[config.mk]
export PLATFORM = sky130hd
export DESIGN_NAME = maj_fold_ctrl
export DESIGN_NICKNAME = d
export VERILOG_FILES = /design/src/rtl/maj_fold_pkg.sv /design/src/rtl/maj_fold_ctrl_popcount.sv /design/src/rtl/maj_fold_ctrl.sv
export SDC_FILE = /design/constraint.sdc
export NUM_CORES = 1
export LEC_CHECK = 0
export ABC_CLOCK_PERIOD_IN_PS = 3400
export CORE_MARGIN = 10
export CORE_UTILIZATION = 50
export DETAILED_ROUTE_END_ITERATION = 8
export HOLD_SLACK_MARGIN = 0.02
export PLACE_DENSITY = 0.76
export SLEW_MARGIN = 20
export SYNTH_ARGS = -nofsm -noshare
export SYNTH_HDL_FRONTEND = slang
export SYNTH_HIERARCHICAL = 1
export SYNTH_SLANG_ARGS = --single-unit
export TNS_END_PERCENT = 20
[constraint.sdc]
create_clock -name clk -period 3.4 [get_ports clk]
set_input_delay 0.34 -clock clk [delete_from_list [all_inputs] [get_ports clk]]
set_output_delay 0.34 -clock clk [all_outputs]
set_load 0.01 [all_outputs]
[src/rtl/maj_fold_pkg.sv]
// Shared types and helpers for the folded majority/threshold evaluator.
// Optional build macro MAJ_FOLD_EARLY_EXIT_EN is consumed by maj_fold_ctrl.
package maj_fold_pkg;

    typedef enum logic [1:0] {
        IDLE  = 2'd0,
        ACCUM = 2'd1,
        DONE  = 2'd2
    } state_t;

    // Number of chunks needed to cover n bits, c bits at a time.
    function automatic int nch(input int n, input int c);
        return (n + c - 1) / c;
    endfunction

    // Population count of up to 64 bits; callers zero-extend narrower vectors.
    function automatic int unsigned popcount(input logic [63:0] v);
        int unsigned s;
        s = 0;
        for (int i = 0; i < 64; i++) begin
            if (v[i]) s++;
        end
        return s;
    endfunction

endpackage

[src/rtl/maj_fold_ctrl_popcount.sv]
// Combinational CHUNK-bit popcount: the single shared datapath slice.
module maj_chunk_popcount
    import maj_fold_pkg::*;
#(
    parameter int CHUNK = 4,
    parameter int PCW   = $clog2(CHUNK + 1)
) (
    input  logic [CHUNK-1:0] chunk_i,
    output logic [PCW-1:0]   cnt_o
);

    // Count set bits of the current chunk.
    always_comb begin
        cnt_o = PCW'(popcount(64'(chunk_i)));
    end

endmodule

[src/rtl/maj_fold_ctrl.sv]
// Folded majority/threshold evaluator: scores an N-bit vector CHUNK bits per
// cycle and reports y0 = (popcount(x) >= THRESH).
// Build macro MAJ_FOLD_EARLY_EXIT_EN: leave ACCUM as soon as y0 is decided;
// count then reports the partial sum at the exit point.
//
// state | meaning
// IDLE  | waiting for a vector, in_ready=1
// ACCUM | one chunk scored per edge
// DONE  | result presented until out_ready
module maj_fold_ctrl
    import maj_fold_pkg::*;
#(
    parameter int N      = 23,
    parameter int CHUNK  = 4,
    parameter int THRESH = (N / 2) + 1,
    parameter int CW     = $clog2(N + 1)
) (
    input  logic          clk,
    input  logic          rst,
    input  logic          in_valid,
    output logic          in_ready,
    input  logic [N-1:0]  x,
    output logic          out_valid,
    input  logic          out_ready,
    output logic          y0,
    output logic [CW-1:0] count,
    output logic          busy
);

    localparam int NCH = nch(N, CHUNK);
    localparam int SW  = NCH * CHUNK;
    localparam int PCW = $clog2(CHUNK + 1);
    localparam int IW  = (NCH > 1) ? $clog2(NCH) : 1;

    state_t          state_q;
    logic [SW-1:0]   sreg_q;
    logic [IW-1:0]   idx_q;
    logic [CW-1:0]   acc_q;
    logic            in_ready_q;
    logic            out_valid_q;
    logic            y0_q;
    logic [CW-1:0]   count_q;

    logic [PCW-1:0]  pc;
    logic [CW-1:0]   acc_d;
    logic            hit_d;
    logic            finish_d;

    maj_chunk_popcount #(.CHUNK(CHUNK), .PCW(PCW)) u_pc (
        .chunk_i (sreg_q[CHUNK-1:0]),
        .cnt_o   (pc)
    );

    // Next accumulator value and the decision to leave ACCUM this edge.
    always_comb begin
`ifdef MAJ_FOLD_EARLY_EXIT_EN
        int rem;
`endif
        acc_d    = acc_q + CW'(pc);
        hit_d    = int'(acc_d) >= THRESH;
        finish_d = (idx_q == IW'(NCH - 1));
`ifdef MAJ_FOLD_EARLY_EXIT_EN
        // Bits still unscored after this chunk; pad bits are excluded.
        rem = N - (int'(idx_q) + 1) * CHUNK;
        if (rem < 0) rem = 0;
        if (hit_d || (int'(acc_d) + rem < THRESH)) finish_d = 1'b1;
`endif
    end

    // Controller FSM with shift register, chunk index, accumulator and registered outputs.
    always_ff @(posedge clk or posedge rst) begin
        if (rst) begin
            state_q     <= IDLE;
            sreg_q      <= '0;
            idx_q       <= '0;
            acc_q       <= '0;
            in_ready_q  <= 1'b1;
            out_valid_q <= 1'b0;
            y0_q        <= 1'b0;
            count_q     <= '0;
        end else begin
            case (state_q)
                IDLE: begin
                    if (in_valid && in_ready_q) begin
                        sreg_q     <= SW'(x);
                        acc_q      <= '0;
                        idx_q      <= '0;
                        in_ready_q <= 1'b0;
                        state_q    <= ACCUM;
                    end
                end
                ACCUM: begin
                    acc_q  <= acc_d;
                    sreg_q <= sreg_q >> CHUNK;
                    idx_q  <= idx_q + IW'(1);
                    if (finish_d) begin
                        out_valid_q <= 1'b1;
                        y0_q        <= hit_d;
                        count_q     <= acc_d;
                        state_q     <= DONE;
                    end
                end
                DONE: begin
                    if (out_ready) begin
                        out_valid_q <= 1'b0;
                        in_ready_q  <= 1'b1;
                        state_q     <= IDLE;
                    end
                end
                default: begin
                    state_q <= IDLE;
                end
            endcase
        end
    end

    assign in_ready  = in_ready_q;
    assign out_valid = out_valid_q;
    assign y0        = y0_q;
    assign count     = count_q;
    assign busy      = (state_q != IDLE);

endmodule

==> impl_metrics.py <==
metrics = {
    "setup_path": {
        "slowest_delay_ns": 0.48,
        "crit_chain": "inv_1, ha_1, xor2_1, ha_1, nand2_1, o31ai_1, inv_1, fa_1, or4b_1, o21ai_1, a211oi_1, a31oi_1",
        "path_depth": 12,
        "cp.arrival_ns": 2.95,
        "worstPathRequired_ns": 3.62,
        "crit_family": "adder cells",
        "cp-end-kind": "flip-flop",
        "crit_path_top_delay_cell": "or4b_1",
        "path_class": "reg2reg",
        "critPathLaunchType": "flip-flop",
        "critPathBufInv": 2,
        "worst-path-max-fanout": 4,
        "r2r_cells": 12,
    },
    "drt": {
        "wl_microns": 3950,
        "first_pass_iters": 4,
        "routed_via_density": 5.105,
        "wl_per_cell_microns": 13.39,
        "num_vias": 1506,
        "ant_nets": 0,
        "drcViolationCount": 0,
        "drt_iter0_drc": 75,
    },
    "yosys": {
        "synth_area_sq_um": 2061,
        "syn_area_per_cell_sq_um": 9.766,
        "ys_types": 32,
        "syn_inst": 211,
        "syn_nets": 247,
        "synth_warnings": 6,
        "ys_seq_area_share_pct": 49.85,
        "ys.flop_type": "dfrtp_1",
        "synth-edff-count": 0,
        "synth_seq_cells": 41,
        "async_reset_ff_share_pct": 100.0,
    },
    "power_and_ir_drop": {
        "power_frac_seq_pct": 39.6,
        "power_frac_clock_pct": 16.1,
        "switching_share_pct": 38.46,
        "pwr-share-comb_pct": 44.4,
        "internal_power_mw": 1.248,
        "p_leak_nw": 1.080,
        "peakVddDrop_v": 0.0004807,
        "p_switching_uw": 780.3,
        "power_density_nw_per_um2": 806.3,
    },
    "timing": {
        "drv_slew": 0,
        "setup_tns_ns": 0,
        "slew_headroom_pct": 62.14,
        "whs_ns": 0.4577,
        "worst_slew_pin_slew_ns": 0.5679,
        "fmax_mhz": 366.1,
        "fin_crit_ns": 2.732,
        "timing.final.crit_share_pct": 80.34,
        "rsz0062_at_grt": "false",
        "finalSetupViolations": 0,
        "finalHoldViolCount": 0,
        "finalClockSkew_ns": 0.006593,
    },
    "die": {
        "num_rows": 23,
        "die_w_microns": 84.20,
        "num_io_pins": 36,
        "dieHeight_microns": 84.20,
        "core_sq_um": 4000,
        "fp.dieArea_sq_um": 7090,
        "start_util_pct": 51.52,
    },
    "grt": {
        "met3_usage_pct": 4.155,
        "grt_overflow_total": 0,
        "grtUsageTotal_pct": 11.55,
        "met1_usage_pct": 13.74,
        "grt_pass1_wl_microns": 6782,
        "first_global_vias": 1514,
        "grt_max_degree": 46,
        "antenna_found_initial": 0,
        "met2_usage_pct": 18.33,
        "busiest_layer": "met2",
    },
    "clocking": {
        "cts_setup_buffers": 0,
        "cts_root_buffer": "clkbuf_8",
        "cts-hold-fix-buffers": 0,
        "clkSinkCount": 41,
        "clock_tree.buffer_depth": 2,
        "clock_latency_ns": 0.29,
        "cts_tree": "built",
        "cts.reportedPaths.clkPinSlew_ns": 0.08,
        "cts_resized": 0,
        "htreeDepth": 2,
        "numCtsBuffers": 5,
    },
    "final_layout": {
        "nNetsFinal": 281,
        "area.growth.synth_to_final_pct": 22.10,
        "antenna_cells": 0,
        "drive_gt1_share_pct": 5.714,
        "layout_common_cells": "46 x nand2_1, 40 x dfrtp_1, 35 x clkdlybuf4s50_1",
        "final_common_cell": "nand2_1",
    },
    "placed_design": {
        "numPortBuffers": 35,
        "dp_hpwl_microns": 2845,
        "gp_congestion": 0.8825,
    },
    "flow_run": {
        "cap_violations": 0,
    },
    "outcome": {
        "status": "completed",
    },
    "hold_path": {
        "hold_path.class": "in2async",
    },
}
cells in the mapped netlist, types with 4 or more instances:
cell       n  share of area [%]
nand2_1   46                8.4
o22ai_1    4                1.2
ha_1       8                4.9
nor2_1     6                1.1
xor2_1     6                2.6
o21ai_1   32                7.8
a21oi_1    4               0.97
mux2i_1   19                9.2
clkbuf_1   4               0.73
buf_2      4               0.97
dfrtp_1   40                 49
inv_1     11                2.0
worst paths after layout:
kind,from,end,slack [ns]
setup / recovery,sreg_q[0],y0,0.67
hold / removal,rst,count[4],0.46
setup reg to reg,sreg_q[0],y0,0.67
hold reg to reg,sreg_q[13],sreg_q[9],0.49
max in group asynchronous,rst,in_ready,2.58
min in group clk,sreg_q[13],sreg_q[9],0.49
worst min-delay path, stage by stage:
cell and delay (ns):
clkdlybuf4s50_1 0.39, inv_1 0.05, buf_4 0.42
flip-flops by register name (all words and copies together) (netlist names):
name	flops
sreg_q	23
acc_q	5
count	5
idx_q	3
state_q	2
in_ready	1
out_valid	1
y0	1
metrics by stage:
step	total power [mW]	utilization [%]	instances	setup slack (ns)	area, sq um
3_5_place_dp	1.729	60.65	288	0.6380	2426
6_report	2.029	62.90	295	0.6684	2516
3_3_place_gp	1.696	60.65	288	0.7109	2426
2_1_floorplan	1.459	-	211	0.7844	2061
4_1_cts	2.060	62.90	295	0.6455	2516
5_1_grt	2.226	62.90	295	0.4526	2516
cell families after synthesis:
logic type	synth area share, %
XOR/XNOR	2.975
adder cells (fa/ha/maj)	5.829
multiplexers	9.775
AND/OR/NAND/NOR	13.54
AO/OA/AOI/OAI	12.51
buffers and inverters	5.525
flip-flops	49.85
area by class of cell:
cell class | instances | area [sq um]
Fill cell | 333 | 1484
Sequential cell | 41 | 1027
Multi-Input combinational cell | 148 | 922.1
Timing Repair Buffer | 38 | 372.9
Clock buffer | 6 | 82.58
Tap cell | 50 | 62.56
Inverter | 11 | 41.29
Clock inverter | 1 | 7.507
power by group through the flow:
| stage | combinational, mW | clock (mW) | sequential [mW] |
|---|---|---|---|
| 2_1_floorplan | 0.659 | 0 | 0.800 |
| 3_5_place_dp | 0.917 | 0 | 0.813 |
| 5_1_grt | 1.04 | 0.357 | 0.833 |
| 6_report | 0.900 | 0.326 | 0.803 |
| 4_1_cts | 0.916 | 0.337 | 0.807 |
| 3_3_place_gp | 0.892 | 0 | 0.805 |
layer usage:
metal	routed length, microns	part of all wire [%]
met1	1812	46
met2	1903	48
met3	175	4.4
met4	59	1.5
met5	0	0
Power figures use the tool's default switching activity.
